<file path="src/rtl/sprite_blitter.sv">
// Sprite blitter: streams a SPR_W x SPR_H sprite from ROM into a frame buffer,
// with optional horizontal mirroring, transparency (index 0) and screen clipping.
module sprite_blitter #(
  parameter int SPR_W = 28,
  parameter int SPR_H = 42,
  parameter int FB_W  = 640,
  parameter int FB_H  = 480
) (
  input  logic        Clk,
  input  logic        Reset,
  input  logic        start,
  input  logic [18:0] sprite_base,
  input  logic [9:0]  pos_x,
  input  logic [9:0]  pos_y,
  input  logic        flip,
  output logic [18:0] rom_addr,
  input  logic [4:0]  rom_data,
  output logic        fb_we,
  output logic [18:0] fb_addr,
  output logic [4:0]  fb_data,
  output logic        busy,
  output logic        done
);

  localparam int CW = (SPR_W > 1) ? $clog2(SPR_W) : 1;
  localparam int RW = (SPR_H > 1) ? $clog2(SPR_H) : 1;

  typedef enum logic [1:0] {IDLE, FETCH, DRAIN, DONE} state_t;

  state_t        state_q, state_d;
  logic [RW-1:0] row_q, row_d;
  logic [CW-1:0] col_q, col_d;
  logic [18:0]   base_q, base_d;
  logic [9:0]    px_q, px_d;
  logic [9:0]    py_q, py_d;
  logic          flip_q, flip_d;
  logic          vld_p1_q, vld_p1_d;
  logic [10:0]   x_p1_q, x_p1_d;
  logic [10:0]   y_p1_q, y_p1_d;
  logic [CW-1:0] rom_col;

  always_comb begin
    state_d  = state_q;
    row_d    = row_q;
    col_d    = col_q;
    base_d   = base_q;
    px_d     = px_q;
    py_d     = py_q;
    flip_d   = flip_q;
    vld_p1_d = 1'b0;
    x_p1_d   = x_p1_q;
    y_p1_d   = y_p1_q;
    case (state_q)
      IDLE: begin
        if (start) begin
          state_d = FETCH;
          base_d  = sprite_base;
          px_d    = pos_x;
          py_d    = pos_y;
          flip_d  = flip;
          row_d   = '0;
          col_d   = '0;
        end
      end
      FETCH: begin
        // Screen coordinates follow the unmirrored column; only the ROM read is mirrored.
        vld_p1_d = 1'b1;
        x_p1_d   = {1'b0, px_q} + 11'(col_q);
        y_p1_d   = {1'b0, py_q} + 11'(row_q);
        if (col_q == CW'(SPR_W - 1)) begin
          col_d = '0;
          if (row_q == RW'(SPR_H - 1)) state_d = DRAIN;
          else                         row_d   = row_q + RW'(1);
        end else begin
          col_d = col_q + CW'(1);
        end
      end
      DRAIN:   state_d = DONE;
      DONE:    state_d = IDLE;
      default: state_d = IDLE;
    endcase
  end

  always_ff @(posedge Clk or posedge Reset) begin
    if (Reset) begin
      state_q  <= IDLE;
      row_q    <= '0;
      col_q    <= '0;
      base_q   <= '0;
      px_q     <= '0;
      py_q     <= '0;
      flip_q   <= 1'b0;
      vld_p1_q <= 1'b0;
      x_p1_q   <= '0;
      y_p1_q   <= '0;
    end else begin
      state_q  <= state_d;
      row_q    <= row_d;
      col_q    <= col_d;
      base_q   <= base_d;
      px_q     <= px_d;
      py_q     <= py_d;
      flip_q   <= flip_d;
      vld_p1_q <= vld_p1_d;
      x_p1_q   <= x_p1_d;
      y_p1_q   <= y_p1_d;
    end
  end

  // Stage p0: address issue. Stage p1: write decision against returned ROM data.
  always_comb begin
    rom_col  = flip_q ? (CW'(SPR_W - 1) - col_q) : col_q;
    rom_addr = '0;
    if (state_q == FETCH)
      rom_addr = base_q + 19'(row_q) * 19'(SPR_W) + 19'(rom_col);
    fb_we   = vld_p1_q && (rom_data != 5'd0) &&
              (x_p1_q < 11'(FB_W)) && (y_p1_q < 11'(FB_H));
    fb_addr = fb_we ? (19'(y_p1_q) * 19'(FB_W) + 19'(x_p1_q)) : '0;
    fb_data = fb_we ? rom_data : '0;
    busy    = (state_q != IDLE);
    done    = (state_q == DONE);
  end

endmodule

</file>
<file path="config.mk">
export PLATFORM = sky130hd
export DESIGN_NAME = sprite_blitter
export DESIGN_NICKNAME = d
export VERILOG_FILES = /design/src/rtl/sprite_blitter.sv
export SDC_FILE = /design/constraint.sdc
export NUM_CORES = 1
export LEC_CHECK = 0
export ABC_AREA = 1
export CORE_ASPECT_RATIO = 1.2
export CORE_MARGIN = 2
export CORE_UTILIZATION = 25
export CTS_BUF_LIST = sky130_fd_sc_hd__clkbuf_16
export CTS_CLUSTER_DIAMETER = 120
export DETAILED_ROUTE_END_ITERATION = 6
export GPL_TIMING_DRIVEN = 0
export PLACE_DENSITY = 0.47
export SLEW_MARGIN = 10
export SYNTH_ARGS = -nofsm -noshare
export SYNTH_HDL_FRONTEND = slang
export SYNTH_SLANG_ARGS = --single-unit
</file>
<file path="constraint.sdc">
create_clock -name Clk -period 4.7 [get_ports Clk]
set_input_delay 0.94 -clock Clk [delete_from_list [all_inputs] [get_ports Clk]]
set_output_delay 0.94 -clock Clk [all_outputs]
set_load 0.005 [all_outputs]
</file>
---- After elaboration in Yosys (flattened, before gate mapping) ----
Index checks and enable logic that the tools add are counted.
word-level totals
  output and inout port bits .............. 46
  logic and storage cells ................. 58
  bits of input ports ..................... 48
  bits in registers ....................... 76
operators by class
  reduce and logical (&&, ||, !) cells .... 11
  $mul .................................... 2
  equal/unequal tests ..................... 9
  add/subtract/negate cells ............... 8
  muxes and demuxes ....................... 16
  magnitude comparators ................... 2
operator list
  operator                                                                count
  19-bit by 11-bit adder with 19-bit output                               2
  19-bit 2-to-1 mux                                                       2
  5-bit 2-to-1 mux                                                        4
  19-bit by 5-bit adder with 19-bit output                                1
  6-bit 2-to-1 mux                                                        3
  11-bit by 3-bit multiplier with 12-bit output, second input constant    1
  6-bit one-hot mux with 2 select lines                                   1
  10-bit by 5-bit adder with 11-bit output                                1
  10-bit by 6-bit adder with 11-bit output                                1
  11-bit by 10-bit < comparator with 1-bit output, second input constant  1
  11-bit by 9-bit < comparator with 1-bit output, second input constant   1
  5-bit one-hot mux with 2 select lines                                   1
  6-bit by 3-bit multiplier with 9-bit output, second input constant      1
  2-bit != test, second input constant                                    4
  2-bit one-hot mux with 4 select lines                                   1
  6-bit by 1-bit adder with 6-bit output, second input constant           1
  6-bit equality test, second input constant                              1
  2-bit 2-to-1 mux                                                        3
  5-bit by 1-bit adder with 5-bit output, second input constant           1
  5-bit equality test, second input constant                              1
  5-bit nonzero test                                                      1
  5-bit subtractor, first input constant                                  1
  2-bit equality test, second input constant                              2
  2-bit AND reduction                                                     2
  7 further kinds                                                         10

---- Longest topological paths before layout ----
  depth in word-level cells ............... 5
  mapped depth ............................ 19
  mapped depth without buffers ............ 19

---- Worst setup path after synthesis ----
OpenSTA, ideal clock, no wires.
  path type ............................... register to output
  from .................................... register row_q[0]
  to ...................................... output port rom_addr[15]
  stages on the path, launching flop included .. 17
  data required time ...................... 3760 ps
  slack ................................... 423 ps
  arrival time ............................ 3337 ps
  path buffers ............................ 0
  cell sequence ........................... dfrtp_1 fa_1 ha_1 fa_1 a31oi_1 xor2_1 inv_1 ha_1 ha_1 a21o_1 a21oi_1 nand2_1 nand2_1 nand2_1 nand2_1 nand2_1 nor2_1
between the ends
  longest elaborated chain between the ends .. 4
ends and longest elaborated chain
  what                                         line  text
  start: declaration                           31    logic [RW-1:0] row_q, row_d;
  start signal: assignment                     98    row_q <= row_d;
  6-bit by 3-bit multiplier with 9-bit output  115   rom_addr = base_q + 19'(row_q) * 19'(SPR_W) + 19'(rom_col);
  19-bit by 11-bit adder with 19-bit output    115
  19-bit by 5-bit adder with 19-bit output     115
  19-bit 2-to-1 mux                            114   if (state_q == FETCH)
  end: declaration                             16    output logic [18:0] rom_addr,
No other way between the ends.

---- Final worst setup path ----
Ends and elaborated chain as after synthesis.

==> reports/results.md <==
| Item | Value | Unit |
| --- | --- | --- |
| Antenna Cells | 0 | - |
| Highest achievable clock rate | 212 | MHz |
| Via total after detailed routing | 5,337 | - |
| Kind of start point of the critical path | flop | - |
| Worst flop-to-flop path startpoint | row_q[0]$_DFFE_PP0P_ | - |
| Drc violations | 0 | - |
| Die H | 174 | um |
| Buffers and inverters on the worst path | 3 | - |
| DR pass1 iterations | 6 | - |
| FILL cells | 2,548 | - |
| Final weighted congestion in routability-driven placement | 0.813 | - |
| Most common cell after layout, fill and taps aside | nand2_1 | - |
| H-tree Lvls | 3 | - |
| Critical path's largest stage delay | 480 | ps |
| Site row count | 62 | - |
| Post-detailed-route count of antenna-violating nets | 0 | - |
| Post-detailed-placement half-perimeter wirelength | 12.7 | mm |
| Die Area | 25,200 | sq um |
| Maximum clock insertion buffer count | 2 | - |
| Total overflow reported by the global router | 0 | - |
| Gate count of the mapped netlist | 763 | - |
| Clock Skew | 17.1 | ps |
| Final number of max-transition violations | 0 | - |
| Failing checks | negative setup slack | - |
| Average via count per standard cell | 4.38 | - |
| Vias in the first global route | 5,558 | - |
| Largest family of logic cells by synthesized area | simple AND/OR/NAND/NOR gates | - |
| CTS tree | done | - |
| Adder-Cell Fraction of Synth Area | 0.197 | - |
| Relative slew margins | 0.479 | - |
| Share of cells above drive strength 1 | 0.181 | - |
| Maximum fanout along the worst path | 4 | - |
| Worst voltage drop across the vdd grid | 0.278 | mV |
| Final number of hold-violating endpoints | 0 | - |
| Total routed wirelength | 16.4 | mm |
| CTS buffer count | 9 | - |
| Run status | complete, but fails checks | - |
| Synthesis warning total | 0 | - |
| Initial standard-cell utilization of the core | 0.253 | - |
| Layout Utilization | 0.344 | - |
| First-pass GRT wire length | 27.4 | mm |
| Clock latency at the later pin of the worst-skew pair | 340 | ps |
| Min-delay worst type | reg2reg | - |
| Setup-violating endpoint count in the final report | 2 | - |
| Xor/xnor share of the synthesized area | 0.0248 | - |
| Width of the die | 145 | um |
| Sum of negative setup slack | -27.9 | ps |
| CP dominant cell by count | nand2_2 | - |
| Mean area per synthesized cell | 7.86 | sq um |
| Crit Path Category | reg2out | - |
| Number of antenna violations at the first check in global routing | 0 | - |
| Kind of capture point of the worst setup path | output pin | - |
| Clock root buffer master | clkbuf_16 | - |
| Fin crit share | 1.00 | - |
| Dominant cell type by area after synthesis | dfrtp_1 | - |
| Ports placed on the boundary | 94 | - |
| Data required time at the worst endpoint | 3760 | ps |
| Combined flip-flop and latch cell area | 1910 | sq um |
| RSZ-0062 raised after global routing | true | - |
| Critical Path Slowest Stage Cell | fa_1 | - |
| Reported leakage power | 4.01 | nW |
| Number of synthesized register bits | 76 | - |
| Hold slack final | 483 | ps |
| Wirelength per Cell | 13.5 | um |
| Share of the synthesized area in the top cell type | 0.317 | - |
| Maximum Capacitance Violations | 0 | - |
| Commonest non-fill, non-tap cells in the layout | 139 x nand2_1, 104 x inv_1, 79 x clkdlybuf4s50_1 | - |
| Power density relative to cell area | 654 | nW/um^2 |
| WP data arrival | 3780 | ps |
| Worst-path cell chain | fa_1 -> ha_2 -> fa_2 -> a31oi_4 -> buf_6 -> xor2_2 -> inv_2 -> ha_4 -> ha_4 -> a21o_1 -> a21oi_2 -> nand2_2 -> nand2_2 -> nand2_4 -> nand2_2 -> nand2_2 -> nor2_2 -> buf_2 | - |
| Area of the mapped netlist | 5990 | sq um |
| Cell types occupying the most area after synthesis | dfrtp_1 32%, ha_1 15%, nand2_1 9.7% | - |
| Post-layout worst setup margin | -17.8 | ps |
| Clock period minus final worst setup slack | 4720 | ps |
| Clock Sink Count | 76 | - |
| Core Area | 23,700 | sq um |
| Total area of multi-input combinational cells | 3940 | sq um |
| Pre-CTS setup slack | -524 | ps |
| Nets@finish | 1,028 | - |
| GR Util All Layers | 0.134 | - |
| Synth Area in Compound Gates | 0.111 | - |
| Final instance count without filler cells | 1,219 | - |
| Critical Path Start | row_q[0]$_DFFE_PP0P_ | - |
| Detailed Route Iter0 Violations | 158 | - |
| Syn-to-layout area delta | 36.2 | % |
| Maximum number of pins on one net before global-route repair | 55 | - |
| Multiplexer share of the synthesized area | 0.0543 | - |
| Worst Min Path Start | x_p1_q[1]$_DFFE_PP0P_ | - |
| Placed insts | 1,177 | - |
| Total of buffers placed on input and output ports | 93 | - |
| Synth unique cells | 37 | - |
| Family of cells with the greatest summed delay on the critical path | adder cells | - |
| Share of the yosys chip area belonging to registers | 0.317 | - |
| Share of synthesized cell area in and, or, nand and nor gates | 0.218 | - |
| Transition time at the pin with the least slew margin | 782 | ps |
| Mapped Nets | 897 | - |
| Clock slew seen by the registers of the worst setup and hold paths | 70 | ps |
[area by class of cell]
| type | instances | area share |
|---|---|---|
| multi-input combinational | 564 | 0.482 |
| clock inverter | 7 | 0.0121 |
| tap | 320 | 0.0490 |
| sequential | 76 | 0.234 |
| timing repair buffer | 120 | 0.137 |
| inverter | 110 | 0.0512 |
| buffer | 13 | 0.00690 |
| clock buffer | 9 | 0.0276 |
[cells by family (layout without fill, tap and decap cells)]
group,Yosys count,after routing
AND/OR/NAND/NOR,308,308
AO/OA/AOI/OAI,124,124
buffers and inverters,123,259
adder cells (fa/ha/maj),86,86
flip-flops,76,76
multiplexers,29,29
XOR/XNOR,17,17
[sequential cells by signal, indices dropped and copies added, names as in the netlist]
signal / cells
base_q: 19
col_q: 5
flip_q: 1
px_q: 10
py_q: 10
row_q: 6
state_q: 2
vld_p1_q: 1
x_p1_q: 11
y_p1_q: 11
[per-layer routing]
layer	routed length, um	share of wire	track usage	vias up
li1	-	-	-	2759
met1	7300	0.44	0.162	2456
met2	8290	0.50	0.249	103
met3	658	0.040	0.0192	19
met4	193	0.012	0.0319	0
met5	0	0	0	-
[worst register-to-register path, stage by stage, from the launching register on]
cell	delay, ps
dfrtp_2	400
buf_4	140
buf_4	160
ha_1	180
inv_1	50
fa_1	360
inv_1	100
nand3_1	70
nand2_1	120
nand2_1	80
nand2_1	60
a21oi_1	70
or2_2	270
nand3_1	80
nand2_1	60
[metrics by stage]
step / total power, mW / area (sq um)
3_5_place_dp: 4.31 / 7360
5_1_grt: 5.95 / 8160
4_1_cts: 5.29 / 8010
3_3_place_gp: 4.29 / 7330
2_1_floorplan: 3.30 / 5990
6_report: 5.34 / 8160
[synthesized netlist by cell type]
cell type	n
nand2_1	155
inv_1	108
nor2_1	81
dfrtp_1	76
ha_1	72
a21oi_1	64
nand3_1	44
o21ai_0	43
mux2_2	28
fa_1	14
xor2_1	14
nor3_1	8
clkbuf_1	7
nand4_1	7
o22ai_1	4
a31oi_1	3
buf_2	3
o21bai_1	3
or2_2	3
xnor2_1	3
a21boi_0	2
a21o_1	2
buf_1	2
inv_2	2
nand2_4	2
nand3b_1	2
and3_1	1
buf_4	1
mux2i_1	1
nand3_2	1
nand4_2	1
nor2_4	1
nor3b_2	1
nor4_1	1
o21a_1	1
o21ai_4	1
o31ai_1	1
[where the power goes]
group	switching [mW]	leakage, nW	internal (mW)
Clock	0.300	0.162	0.469
Combinational	1.93	2.94	1.45
Sequential	0.250	0.907	0.947
Total	2.48	4.01	2.86
[path summary, 6_finish.rpt]
| kind | slack [ps] | cells past startpoint | end |
|---|---|---|---|
| min | 480 | 2 | x_p1_q[1]$_DFFE_PP0P_ |
| min in group asynchronous | 920 | 2 | px_q[3]$_DFFE_PP0P_ |
| max | -20 | 18 | rom_addr[15] |
| max in group asynchronous | 3180 | 3 | row_q[3]$_DFFE_PP0P_ |
| min reg2reg | 480 | 2 | x_p1_q[1]$_DFFE_PP0P_ |
| max reg2reg | 2370 | 14 | y_p1_q[6]$_DFFE_PP0P_ |
[timing repair]
| action | 4_1_cts | 5_1_grt |
|---|---|---|
| gates resized for setup | 91 | 38 |
| hold buffers | 0 | 0 |
| buffers inserted | 21 | 5 |
| endpoints found under the setup margin | 14 | 14 |
| pin swaps | 34 | 34 |
Note: power is estimated with default switching activity, not from simulation.
